File: src/rtl/capt_memif.sv
// capt_memif: SRAM interface downstream of the camera capture block.
// Capture writes are posted into a small FIFO and never stall; display
// reads are granted in the gaps, with a starvation limit on consecutive
// writes while a read is pending. All SRAM-side outputs are registered.
// Optional build macro MEMIF_ERRCHK_EN adds a capture strobe timing checker
// that drives ERRFLAG; without it ERRFLAG is tied low.
module capt_memif #(
  parameter int unsigned WFIFO_DEPTH = 4,
  parameter int unsigned WR_CYC      = 3,
  parameter int unsigned RD_CYC      = 4,
  parameter int unsigned RD_STARVE   = 2
) (
  input  logic        CLK,
  input  logic        RST,
  input  logic [22:0] CMEMADDR,
  input  logic [15:0] CMEMDOUT,
  input  logic        CMEMnWE_asrt,
  input  logic        CMEMnWE_deas,
  input  logic        DREQ,
  input  logic [22:0] DADDR,
  output logic        DACK,
  output logic [15:0] DRDATA,
  output logic [22:0] MEMADDR,
  output logic [15:0] MEMDOUT,
  input  logic [15:0] MEMDIN,
  output logic        MEMDOE,
  output logic        MEMnCE,
  output logic        MEMnOE,
  output logic        MEMnWE,
  output logic        WFULL,
  output logic        WOVF,
  output logic        ERRFLAG
);

  localparam int unsigned AW   = $clog2(WFIFO_DEPTH);
  localparam int unsigned SW   = $clog2(RD_STARVE + 2);
  localparam int unsigned MAXC = (WR_CYC > RD_CYC) ? WR_CYC : RD_CYC;
  localparam int unsigned CW   = $clog2(MAXC + 1);

  localparam logic [AW:0]   L_FULL    = (AW + 1)'(WFIFO_DEPTH);
  localparam logic [SW-1:0] L_STARVE  = SW'(RD_STARVE);
  localparam logic [CW-1:0] L_WR_LAST = CW'(WR_CYC - 1);
  localparam logic [CW-1:0] L_RD_LAST = CW'(RD_CYC - 1);

  typedef enum logic [2:0] {S_IDLE, S_WR, S_WREC, S_RD, S_RREC} state_t;

  state_t        r_state;
  logic [CW-1:0] r_cnt;
  logic [SW-1:0] r_starve;

  logic [38:0]   r_fifo [WFIFO_DEPTH];
  logic [AW-1:0] r_wp;
  logic [AW-1:0] r_rp;
  logic [AW:0]   r_count;

  logic          w_full;
  logic          w_empty;
  logic          w_wr_grant;
  logic          w_rd_grant;
  logic          w_push;
  logic [38:0]   w_head;

  assign w_full  = (r_count == L_FULL);
  assign w_empty = (r_count == '0);
  assign WFULL   = w_full;
  assign w_head  = r_fifo[r_rp];

  assign w_wr_grant = (r_state == S_IDLE) && !w_empty && !(DREQ && (r_starve == L_STARVE));
  assign w_rd_grant = (r_state == S_IDLE) && !w_wr_grant && DREQ;
  // a full FIFO still accepts a push when the head is popped in the same cycle
  assign w_push     = CMEMnWE_asrt && (!w_full || w_wr_grant);

  always_ff @(posedge CLK) begin
    if (w_push) r_fifo[r_wp] <= {CMEMADDR, CMEMDOUT};
  end

  always_ff @(posedge CLK or negedge RST) begin
    if (!RST) begin
      r_wp    <= '0;
      r_rp    <= '0;
      r_count <= '0;
      WOVF    <= 1'b0;
    end else begin
      if (w_push)     r_wp <= r_wp + 1'b1;
      if (w_wr_grant) r_rp <= r_rp + 1'b1;
      case ({w_push, w_wr_grant})
        2'b10:   r_count <= r_count + 1'b1;
        2'b01:   r_count <= r_count - 1'b1;
        default: r_count <= r_count;
      endcase
      if (CMEMnWE_asrt && !w_push) WOVF <= 1'b1;
    end
  end

  always_ff @(posedge CLK or negedge RST) begin
    if (!RST)            r_starve <= '0;
    else if (!DREQ)      r_starve <= '0;
    else if (w_wr_grant) r_starve <= r_starve + 1'b1;
    else if (w_rd_grant) r_starve <= '0;
  end

  always_ff @(posedge CLK or negedge RST) begin
    if (!RST) begin
      r_state <= S_IDLE;
      r_cnt   <= '0;
      MEMnCE  <= 1'b1;
      MEMnOE  <= 1'b1;
      MEMnWE  <= 1'b1;
      MEMDOE  <= 1'b0;
      MEMADDR <= '0;
      MEMDOUT <= '0;
      DACK    <= 1'b0;
      DRDATA  <= '0;
    end else begin
      DACK <= 1'b0;
      case (r_state)
        S_IDLE: begin
          r_cnt <= '0;
          if (w_wr_grant) begin
            r_state <= S_WR;
            MEMADDR <= w_head[38:16];
            MEMDOUT <= w_head[15:0];
            MEMnCE  <= 1'b0;
            MEMnWE  <= 1'b0;
            MEMDOE  <= 1'b1;
          end else if (w_rd_grant) begin
            r_state <= S_RD;
            MEMADDR <= DADDR;
            MEMnCE  <= 1'b0;
            MEMnOE  <= 1'b0;
            MEMDOE  <= 1'b0;
          end
        end
        S_WR: begin
          if (r_cnt == L_WR_LAST) begin
            r_state <= S_WREC;
            MEMnWE  <= 1'b1;
          end else begin
            r_cnt <= r_cnt + 1'b1;
          end
        end
        S_WREC: begin
          r_state <= S_IDLE;
          MEMnCE  <= 1'b1;
          MEMDOE  <= 1'b0;
        end
        S_RD: begin
          if (r_cnt == L_RD_LAST) begin
            r_state <= S_RREC;
            DRDATA  <= MEMDIN;
            MEMnCE  <= 1'b1;
            MEMnOE  <= 1'b1;
            DACK    <= 1'b1;
          end else begin
            r_cnt <= r_cnt + 1'b1;
          end
        end
        S_RREC: begin
          r_state <= S_IDLE;
        end
        default: r_state <= S_IDLE;
      endcase
    end
  end

`ifdef MEMIF_ERRCHK_EN
  logic       r_pend;
  logic [1:0] r_age;
  logic       w_resolve;

  // the outstanding asrt is closed this cycle by its deas or by timing out
  assign w_resolve = r_pend && (CMEMnWE_deas || (r_age == 2'd3));

  always_ff @(posedge CLK or negedge RST) begin
    if (!RST) begin
      r_pend  <= 1'b0;
      r_age   <= '0;
      ERRFLAG <= 1'b0;
    end else begin
      if (r_pend) begin
        if (CMEMnWE_deas) begin
          if (r_age != 2'd3) ERRFLAG <= 1'b1;
        end else if (r_age == 2'd3) begin
          ERRFLAG <= 1'b1;
        end
      end else if (CMEMnWE_deas) begin
        ERRFLAG <= 1'b1;
      end
      if (CMEMnWE_asrt) begin
        if (r_pend && !w_resolve) ERRFLAG <= 1'b1;
        r_pend <= 1'b1;
        r_age  <= 2'd1;
      end else if (w_resolve) begin
        r_pend <= 1'b0;
      end else if (r_pend) begin
        r_age <= r_age + 1'b1;
      end
    end
  end
`else
  logic w_unused_deas;
  assign w_unused_deas = CMEMnWE_deas;
  assign ERRFLAG       = 1'b0;
`endif

endmodule

File: config.mk
export PLATFORM = sky130hd
export DESIGN_NAME = capt_memif
export DESIGN_NICKNAME = d
export VERILOG_FILES = /design/src/rtl/capt_memif.sv
export SDC_FILE = /design/constraint.sdc
export NUM_CORES = 1
export LEC_CHECK = 0
export ABC_AREA = 1
export CAP_MARGIN = 40
export CORE_MARGIN = 3
export CORE_UTILIZATION = 58
export CTS_CLUSTER_SIZE = 30
export DETAILED_ROUTE_END_ITERATION = 16
export GPL_TIMING_DRIVEN = 0
export HOLD_SLACK_MARGIN = 0.15
export PLACE_DENSITY = 0.86
export SLEW_MARGIN = 25
export SYNTH_ARGS = -nofsm -noshare
export SYNTH_HDL_FRONTEND = slang
export SYNTH_SLANG_ARGS = --single-unit
File: constraint.sdc
create_clock -name CLK -period 4.9 [get_ports CLK]
set_input_delay 0.98 -clock CLK [delete_from_list [all_inputs] [get_ports CLK]]
set_output_delay 0.98 -clock CLK [all_outputs]
set_load 0.005 [all_outputs]
==> results.rst, run 1 <==
.. list-table::
   :header-rows: 1

   * - Metric
     - Value
   * - Largest net degree at the start of global routing
     - 52
   * - Main area contributors after synthesis
     - edfxtp_1 (51%), dfrtp_1 (20%), nand2_1 (7.7%)
   * - Total congestion overflow after global routing
     - 0
   * - Row count
     - 45
   * - Initial antenna violation count
     - 0
   * - CTS H-tree depth
     - 1
   * - Nets
     - 1065
   * - Global-route usage over all layers
     - 26.1%
   * - Total met2 wirelength after detailed routing
     - 11400 um
   * - Setup skew after layout
     - 8.51 ps
   * - Placeable Area
     - 15300 um^2
   * - Routed WL
     - 22600 um
   * - Worst reg2reg endpoint
     - r_fifo[1][33]
   * - Average vias per placed instance
     - 5.63
   * - Number of buffers created by CTS
     - 23
   * - Number of setup buffers added after CTS
     - 0
   * - Clock Tree Buf Depth
     - 3
   * - Drt first pass iters
     - 5
   * - Post-Place Cell Area
     - 11100 um^2
   * - Core utilization of the finished layout
     - 77.1%
   * - Category of the most critical setup path
     - input pin to register
   * - Cell accounting for the most synthesized area
     - edfxtp_1
   * - Maximum clock frequency
     - 341 MHz
   * - Total power density per cell area
     - 633 nW/um^2
   * - R2R setup slack
     - 2470 ps
   * - Launch point of the worst reg-to-reg path
     - r_starve[0]
   * - Quantity of hold-fixing buffers added after cts
     - 0
   * - Area share of the largest cell type after synthesis
     - 51.1%
   * - Remaining antenna violation count
     - 0
   * - Area growth from synthesis to layout
     - 28.8%
   * - Post-synthesis sequential area ratio
     - 71.9%
   * - Most common library cell in the layout ignoring fill and taps
     - nand2_1
   * - Least-Margin Pin Slew
     - 648 ps
   * - Most frequent cells in the layout
     - nand2_1 (189), edfxtp_1 (156), clkdlybuf4s50_1 (142)
   * - Mean instance size in the synthesized netlist
     - 11.5 um^2
   * - Critical Path Start Type
     - input pin
   * - Post-Synth Adder-Cell Area
     - 1.31%
   * - Gp weighted congestion
     - 0.866
   * - Vert. Die Dim
     - 132 um
   * - HPWL Detailed
     - 14900 um
   * - Uppermost signal routing layer after detailed routing
     - met4
   * - Sink count of the clock tree
     - 232
   * - FF-to-FF path depth
     - 9
   * - Via count of the first global-routing pass
     - 6773
   * - Number of hold-slack violations in the final timing report
     - 0
   * - Register clock-pin slew on the reported worst setup and hold paths
     - 60 ps
   * - Met1 wire length
     - 8430 um
   * - Worst-case headroom to the max-slew limit
     - 56.8%
   * - Dominant combinational cell family by area after synthesis
     - simple AND/OR/NAND/NOR gates
   * - Initial core utilization
     - 59.9%
   * - CP Data Arrival Time
     - 3150 ps
   * - Area fraction in compound gates after synthesis
     - 5.50%
   * - Required time of the critical path
     - 5110 ps
   * - Worst hold margin
     - 415 ps
   * - TritonCTS clock tree
     - done
   * - Iteration-0 DRC Markers
     - 553
   * - Gate count of the mapped netlist
     - 796
   * - WL met3
     - 2140 um
   * - Path category of the worst min-delay check
     - input pin to async pin
   * - Boundary pin count
     - 146
   * - Area of the die
     - 17400 um^2
   * - Clock period minus worst slack
     - 2940 ps
   * - Post-synthesis simple-gate area fraction
     - 17.4%
   * - Number of warnings reported in the yosys synthesis log
     - 0
   * - Xor-xnor portion of the synthesized cell area
     - 0.286%
   * - DRC errors left
     - 0
   * - Count of maximum capacitance violations
     - 0
   * - DR vias
     - 6752
   * - Global-route wire length before repair
     - 35500 um
   * - Post-synthesis mux area share
     - 0%
   * - Clock root buffer
     - clkbuf_16
   * - Number of diodes added for antenna fixing
     - 0
   * - Setup ws final
     - 1960 ps
   * - Layout cells sized above 1
     - 8.29%
   * - Crit. End Element
     - register
   * - Design Power
     - 7.47 mW
   * - Width of the die
     - 132 um
   * - Total nets after synthesis
     - 888
   * - Cell area after technology mapping
     - 9170 um^2
   * - Netlist cell types
     - 31
   * - Critical Path Fanout Max
     - 14
   * - IR Drop Worst-Case VDD
     - 0.000358 V
   * - Number of port buffers
     - 143
   * - Max-slew violation count
     - 0
   * - Average detailed-routed wire length per instance
     - 18.8 um
   * - Leak pwr
     - 4.60 nW
   * - Final clock period utilization by the worst path
     - 59.9%
   * - Post-cts sizing count
     - 0
   * - Setup WS pre-CTS
     - 1490 ps
   * - Outcome
     - complete, no violations
   * - Final standard cell area without fillers
     - 11800 um^2
   * - Setup repair after global routing missed its margin
     - no
   * - Register bit total from synthesis
     - 232
   * - Latest clock arrival within the worst-skew pair
     - 500 ps
   * - Setup violation total in the final timing report
     - 0
-- power breakdown --
group	internal (mW)	switching, mW
Sequential	2.71	0.248
Combinational	1.21	1.73
Clock	0.884	0.685
-- cells in the mapped netlist --
cell	n
a21oi_1	4
a31oi_1	40
buf_2	17
buf_4	5
buf_6	3
clkbuf_1	19
clkinv_1	1
conb_1	1
dfrtp_1	73
dfstp_2	3
edfxtp_1	156
fa_1	1
ha_1	8
inv_1	24
inv_2	3
nand2_1	189
nand2_2	1
nand3_1	79
nand3_2	2
nand4_1	1
nor2_1	117
nor2_2	1
nor2_4	1
o2111ai_1	1
o211ai_1	1
o21ai_0	35
o21ai_1	4
o21ai_2	1
o21bai_1	1
o22ai_1	1
xor2_1	3
-- sequential cells by signal, summed over array words and instances (netlist names), 2 cells and up --
signal,cells
r_fifo,156
MEMADDR,23
DRDATA,16
MEMDOUT,16
r_cnt,3
r_count,3
r_state,3
r_rp,2
r_starve,2
r_wp,2
-- worst max-delay path, cell delays in order --
cell and delay (ps):
clkdlybuf4s50_1 530, nand2_1 160, nand3_1 120, nand2_1 110
nand2_1 310, nor2_4 540, buf_16 220, buf_16 160
-- layout make-up --
type / count / area [um^2]
Buffer: 44 / 228
Clock buffer: 32 / 619
Timing Repair Buffer: 152 / 1680
Inverter: 28 / 105
Fill cell: 917 / 3500
Tap cell: 211 / 264
Clock inverter: 9 / 50.0
Sequential cell: 232 / 6590
Multi-Input combinational cell: 492 / 2280
-- metal layers --
layer | track usage (%) | up-vias
met1 | 34.0 | 3208
met3 | 4.39 | 55
met5 | 0 | -
met2 | 44.0 | 407
li1 | - | 3082
met4 | 10.9 | 0
-- through the flow --
step                setup TNS (ps)  std cells
floorplan                        0        796
global placement            -66460       1150
detailed placement               0       1159
CTS                              0       1200
global route                     0       1200
finish                           0       1200
-- cell families (layout without fill, tap and decap cells) --
group                    count (synthesis)  in the layout
AND/OR/NAND/NOR                        391            391
flip-flops                             232            232
AO/OA/AOI/OAI                           88             88
buffers and inverters                   72            265
adder cells (fa/ha/maj)                  9              9
XOR/XNOR                                 3              3
other                                    1              1
-- worst max path at each step --
stage	cells after the start	to	slack (ps)	from
final	8	r_fifo[1][33]	1960	DREQ
after detailed placement	8	r_fifo[1][25]	1490	DREQ
after global routing	8	r_fifo[1][33]	1830	DREQ
after global placement	6	r_fifo[1][26]	-440	DREQ
after floorplan	5	r_fifo[0][0]	1400	DREQ
after CTS	8	r_fifo[1][33]	1990	DREQ
(Power assumes the default switching activity.)
==> run 2, diff against run 1 <==
- CORE_UTILIZATION: 58 -> 48
- PLACE_DENSITY: 0.86 -> 0.77
- clock period: 4.9 -> 2.7 ns (I/O delays scaled with it)
==> run 2 against run 1 <==
Cell area grew 0.11%. Power grew 82%. Clock skew grew 5.2 ps. Final cell count grew 1.3%. First-iteration DRC count grew 6.0%. Hold slack gained 45 ps. Combinational power grew 75%. Critical path type unchanged.
==> results.rst, run 2 (same netlist as run 1, synthesis figures left out) <==
.. list-table::
   :header-rows: 1

   * - Metric
     - Value
   * - Most common library cell in the layout ignoring fill and taps
     - nand2_1
   * - Routed WL
     - 22100 um (-2.3%)
   * - Category of the most critical setup path
     - input pin to register
   * - HPWL Detailed
     - 14500 um (-2.3%)
   * - Crit. End Element
     - register
   * - Critical Path Max Stage Delay
     - 710 ps (+170 ps)
   * - Worst hold margin
     - 460 ps (+45.4 ps)
   * - Number of flip-flops under the largest register name
     - 156 (unchanged)
   * - Critical path's most frequent cell
     - nand2_1
   * - Area of the die
     - 20800 um^2 (+20%)
   * - Nets
     - 1063 (-0.19%)
   * - CP Data Arrival Time
     - 2760 ps (-390 ps)
   * - Average vias per placed instance
     - 5.36 (-4.8%)
   * - Initial core utilization
     - 49.9% (-10 points)
   * - Via count of the first global-routing pass
     - 6377 (-5.8%)
   * - CTS H-tree depth
     - 1 (unchanged)
   * - Sink count of the clock tree
     - 232 (unchanged)
   * - Setup skew after layout
     - 13.7 ps (+5.18 ps)
   * - Largest net degree at the start of global routing
     - 48 (-7.7%)
   * - Total congestion overflow after global routing
     - 0 (unchanged)
   * - Setup ws final
     - 135 ps (-1830 ps)
   * - Maximum clock frequency
     - 390 MHz
   * - Met1 capacity usage during global routing
     - 28.5% (-5.5 points)
   * - List of cells traversed by the critical path
     - clkdlybuf4s50_1, nand2_1, nand3_1, nand2_1, nand2_1, nor2_4, buf_16
   * - Number of buffers created by CTS
     - 23 (unchanged)
   * - Layer carrying the most global-route usage
     - met2
   * - TritonCTS clock tree
     - done
   * - Setup violation total in the final timing report
     - 0 (unchanged)
   * - Met2 GRT Util
     - 35.8% (-8.2 points)
   * - Least-Margin Pin Slew
     - 768 ps (+120 ps)
   * - Worst-case headroom to the max-slew limit
     - 48.7% (-8.1 points)
   * - Most frequent cells in the layout
     - nand2_1 (189), edfxtp_1 (156), clkdlybuf4s50_1 (142)
   * - Critical Path Fanout Max
     - 20 (+6)
   * - IR Drop Worst-Case VDD
     - 0.000634 V (+77%)
   * - Width of the die
     - 144 um (+9.5%)
   * - Gp weighted congestion
     - 0.829 (-4.3%)
   * - DR vias
     - 6512 (-3.6%)
   * - Boundary pin count
     - 146 (unchanged)
   * - Critical Path Start Type
     - input pin
   * - Clock root buffer
     - clkbuf_16
   * - Required time of the critical path
     - 2900 ps (-2210 ps)
   * - Iteration-0 DRC Markers
     - 586 (+6.0%)
   * - Leak pwr
     - 4.59 nW (-0.12%)
   * - Row count
     - 49 (+8.9%)
   * - Number of hold-slack violations in the final timing report
     - 0 (unchanged)
   * - Outcome
     - complete, no violations
   * - Total power density per cell area
     - 1150 nW/um^2 (+82%)
   * - Register clock-pin slew on the reported worst setup and hold paths
     - 60 ps (about the same)
   * - Leading registers by flop count
     - r_fifo: 156 flops, MEMADDR: 23 flops
   * - Cell type of the slowest stage on the worst timing path
     - nor2_4
   * - Drt first pass iters
     - 5 (unchanged)
   * - Global-route usage over all layers
     - 21.3% (-4.8 points)
   * - Vert. Die Dim
     - 144 um (+9.5%)
   * - Count of filler cells inserted in the layout
     - 1367 (+49%)
   * - Layout cells sized above 1
     - 8.61% (+0.32 points)
   * - Global-route wire length before repair
     - 34000 um (-4.2%)
   * - Max-slew violation count
     - 0 (unchanged)
   * - Count of maximum capacitance violations
     - 0 (unchanged)
   * - DRC errors left
     - 0 (unchanged)
   * - Number of diodes added for antenna fixing
     - 0 (unchanged)
   * - Placeable Area
     - 18400 um^2 (+20%)
   * - Setup repair after global routing missed its margin
     - no
   * - Met3 track demand over resource in global routing
     - 4.20% (-0.19 points)
   * - Clock period minus worst slack
     - 2570 ps
   * - Setup WS pre-CTS
     - -361 ps (-1850 ps)
   * - Remaining antenna violation count
     - 0 (unchanged)
   * - Average detailed-routed wire length per instance
     - 18.2 um (-3.6%)
   * - Path category of the worst min-delay check
     - register to register
   * - Number of port buffers
     - 143 (unchanged)
   * - Area growth from synthesis to layout
     - 28.9%
   * - Most flops, register
     - r_fifo
   * - Initial antenna violation count
     - 0 (unchanged)
   * - Latest clock arrival within the worst-skew pair
     - 510 ps (about the same)
   * - Clock Tree Buf Depth
     - 3 (unchanged)
   * - Final clock period utilization by the worst path
     - 95.0%
==> run 2: cell types whose count changed in the layout (fill, tap and decap cells not counted), sizes merged <==
| cell | before | now |
|---|---|---|
| dlygate4sd3 | 0 | 1 |
| buf | 35 | 32 |
| clkinvlp | 0 | 3 |
| bufinv | 0 | 2 |
| clkbuf | 51 | 46 |
==> run 2: power breakdown <==
group	total [mW]	internal [mW]	switching (mW)
clock	3.13	1.81	1.32
combinational	5.15	2.13	3.02
sequential	5.36	4.92	0.435
total	13.6	8.86	4.78
==> run 2: area by class of cell <==
class                   instances  area [um^2]  share of cell area [%]
clock inverters                14          129                    1.09
plain buffers                  44          228                    1.93
repair buffers                150         1600                    13.5
flip-flops and latches        232         6590                    55.7
inverters                      28          105                   0.889
well taps                     229          287                    2.42
multi-input cells             492         2280                    19.3
clock buffers                  27          611                    5.16
==> run 2: stage by stage <==
stage          util, %  TNS (ps)  cells  power [mW]  instance area (um^2)
2_1_floorplan        -    -56650    796        8.14                  9170
3_5_place_dp      60.2    -35360   1174        10.6                 11100
6_report          64.3         0   1216        13.6                 11800
5_1_grt           64.3         0   1216        14.5                 11800
3_3_place_gp      59.2   -496560   1168        10.2                 10900
4_1_cts           64.3         0   1216        13.7                 11800
==> run 2: repair_timing <==
action / CTS / global route
setup buffers: 0 / 0
endpoints found under the setup margin: 0 / 0
hold buffers: 1 / 0
gates resized for setup: 0 / 0
hold endpoints to repair: 29 / 0
==> run 2: path summary, 6_finish.rpt <==
kind,slack [ps],startpoint,cells past startpoint,end
min reg2reg,460,MEMnOE,2,MEMnOE
min in group asynchronous,560,RST,2,MEMDOUT[5]
max reg2reg,190,r_starve[0],8,r_fifo[1][27]
max in group asynchronous,1490,RST,3,MEMnOE
max,130,DREQ,7,r_fifo[1][27]
min,460,MEMnOE,2,MEMnOE
==> run 2: routing by layer <==
metal | vias to the layer above | share of wire [%]
met5 | - | 0
met3 | 34 | 8.7
met4 | 0 | 1.7
li1 | 3074 | -
met1 | 3087 | 41
met2 | 317 | 49
==> run 2: critical path, delay by kind of cell <==
family | cells | cell delay [ps]
simple gates | 5 | 1410
buf+inv | 2 | 790
==> run 3, diff against run 2 <==
- CAP_MARGIN: 40 -> 20
==> run 3 against run 2 <==
Fmax is 1.4% higher. Non-clock buffer count unchanged. Setup slack gained 37 ps. Global-route usage is 0.13 points lower. Sequential cell count stayed put. Power grew 1.3%. Via count shrank 0.48%. Sequential share of layout area decreased by 0.29 points. Clock skew is 3.0 ps lower.
==> results.rst, run 3 (same netlist as run 1, synthesis figures left out) <==
.. list-table::
   :header-rows: 1

   * - Metric
     - Value
   * - FF-to-FF path depth
     - 8 (unchanged)
   * - Latest clock arrival within the worst-skew pair
     - 510 ps (about the same)
   * - Worst hold path cell count
     - 2 (unchanged)
   * - Design Power
     - 13.8 mW (+1.3%)
   * - Required time of the critical path
     - 2910 ps (about the same)
   * - Global-route wire length before repair
     - 33900 um (-0.43%)
   * - Number of hold-slack violations in the final timing report
     - 0 (unchanged)
   * - Most frequent cells in the layout
     - nand2_1 (189), edfxtp_1 (156), clkdlybuf4s50_1 (142)
   * - Placeable Area
     - 18400 um^2 (unchanged)
   * - Count of filler cells inserted in the layout
     - 1376 (+0.66%)
   * - Final standard cell area without fillers
     - 11900 um^2 (+0.52%)
   * - Core utilization of the finished layout
     - 64.6% (+0.33 points)
   * - Initial antenna violation count
     - 1 (+1)
   * - Final clock period utilization by the worst path
     - 93.6% (-1.4 points)
   * - Filler-free cell count of the finished design
     - 1220 (+0.33%)
   * - Row count
     - 49 (unchanged)
   * - Area of the die
     - 20800 um^2 (unchanged)
   * - Crit. End Element
     - register
   * - Launch point of the worst reg-to-reg path
     - r_starve[0]
   * - Global-route usage over all layers
     - 21.2% (-0.13 points)
   * - Least-Margin Pin Slew
     - 760 ps (-7.58 ps)
   * - Worst-case headroom to the max-slew limit
     - 49.2% (+0.51 points)
   * - Setup violation total in the final timing report
     - 0 (unchanged)
   * - Layout cells sized above 1
     - 8.79% (+0.18 points)
   * - Quantity of hold-fixing buffers added after cts
     - 1 (unchanged)
   * - Area growth from synthesis to layout
     - 29.6%
   * - Iteration-0 DRC Markers
     - 538 (-8.2%)
   * - Number of buffers created by CTS
     - 24 (+4.3%)
   * - Number of port buffers
     - 143 (unchanged)
   * - Clock Tree Buf Depth
     - 3 (unchanged)
   * - Path category of the worst min-delay check
     - register to register
   * - Total power density per cell area
     - 1160 nW/um^2 (+0.74%)
   * - Setup repair after global routing missed its margin
     - no
   * - Post-cts sizing count
     - 0 (unchanged)
   * - Sink count of the clock tree
     - 232 (unchanged)
   * - Max-slew violation count
     - 0 (unchanged)
   * - Clock period minus worst slack
     - 2530 ps (-36.5 ps)
   * - CP Data Arrival Time
     - 2740 ps (-20 ps)
   * - Total congestion overflow after global routing
     - 0 (unchanged)
   * - IR Drop Worst-Case VDD
     - 0.000730 V (+15%)
   * - Routed WL
     - 22100 um (-0.14%)
   * - DRC errors left
     - 0 (unchanged)
   * - Hold Crit Endpoint
     - MEMnOE
   * - Category of the most critical setup path
     - input pin to register
   * - Clock root buffer
     - clkbuf_16
   * - Number of setup buffers added after CTS
     - 0 (unchanged)
   * - Post-Place Cell Area
     - 11100 um^2 (unchanged)
   * - Boundary pin count
     - 146 (unchanged)
   * - CTS H-tree depth
     - 1 (unchanged)
   * - Largest net degree at the start of global routing
     - 48 (unchanged)
   * - Initial core utilization
     - 49.9% (unchanged)
   * - Critical Path Fanout Max
     - 20 (unchanged)
   * - Most common library cell in the layout ignoring fill and taps
     - nand2_1
   * - Startpoint of the worst hold path
     - MEMnOE
   * - Vert. Die Dim
     - 144 um (unchanged)
   * - Critical Path Start Type
     - input pin
   * - Maximum clock frequency
     - 395 MHz (+1.4%)
   * - Worst hold margin
     - 462 ps (+2.10 ps)
   * - Nets
     - 1064 (+0.094%)
   * - Count of maximum capacitance violations
     - 0 (unchanged)
   * - R2R setup slack
     - 220 ps (+30 ps)
   * - Via count of the first global-routing pass
     - 6394 (+0.27%)
   * - Average vias per placed instance
     - 5.31 (-0.80%)
   * - Leading registers by flop count
     - r_fifo: 156 flops, MEMADDR: 23 flops
   * - Average detailed-routed wire length per instance
     - 18.1 um (-0.47%)
   * - Setup skew after layout
     - 10.6 ps (-3.04 ps)
   * - Outcome
     - complete, no violations
   * - Gp weighted congestion
     - 0.829 (unchanged)
   * - Drt first pass iters
     - 4 (-1)
   * - Most flops, register
     - r_fifo
   * - Remaining antenna violation count
     - 0 (unchanged)
   * - TritonCTS clock tree
     - done
   * - Placed insts
     - 1174 (unchanged)
   * - Worst reg2reg endpoint
     - r_fifo[1][16]
   * - Number of flip-flops under the largest register name
     - 156 (unchanged)
   * - Width of the die
     - 144 um (unchanged)
   * - Leak pwr
     - 4.62 nW (+0.65%)
   * - Register clock-pin slew on the reported worst setup and hold paths
     - 60 ps (about the same)
   * - HPWL Detailed
     - 14500 um (about the same)
   * - DR vias
     - 6481 (-0.48%)
## run 3: per-layer routing
layer | vias to the layer above | routed length, um | track usage [%]
met2 | 275 | 10700 | 35.6
met5 | - | 0 | 0
met4 | 0 | 360 | 5.69
met1 | 3096 | 9210 | 28.5
li1 | 3081 | - | -
met3 | 29 | 1770 | 4.17
## run 3: power breakdown
| part | internal [mW] | switching [mW] | total (mW) |
|---|---|---|---|
| clock | 1.95 | 1.35 | 3.31 |
| sequential | 4.92 | 0.435 | 5.36 |
| combinational | 2.13 | 3.02 | 5.14 |
## run 3: area by class of cell
type                            instances  area, um^2  share of cell area [%]
Sequential cell                       232        6590                    55.4
Multi-Input combinational cell        492        2280                    19.2
Timing Repair Buffer                  150        1600                    13.4
Clock buffer                           32         672                    5.65
Tap cell                              229         287                    2.41
Buffer                                 44         228                    1.92
Clock inverter                         12         126                    1.06
Inverter                               28         105                   0.884
Antenna cell                            1        2.50                  0.0211
## run 3: how the worst max path moves through the flow
stage | cells after the start | from | slack [ps] | to
floorplan | 7 | r_starve[0] | -360 | r_fifo[0][0]
global placement | 6 | DREQ | -2330 | r_fifo[2][28]
detailed placement | 7 | DREQ | -360 | r_fifo[1][24]
CTS | 7 | DREQ | 160 | r_fifo[1][16]
global route | 7 | DREQ | 7 | r_fifo[1][16]
finish | 7 | DREQ | 170 | r_fifo[1][16]
## run 3: per-stage QoR
step / setup WS, ps / TNS (ps)
global placement: -2330 / -496560
detailed placement: -358 / -34540
CTS: 159 / 0
finish: 171 / 0
global route: 7.47 / 0
floorplan: -363 / -56650
## run 3: critical path, stage by stage
cell	delay (ps)
clkdlybuf4s50_1	540
nand2_1	160
nand3_1	130
nand2_1	110
nand2_1	290
nor2_4	700
buf_16	260
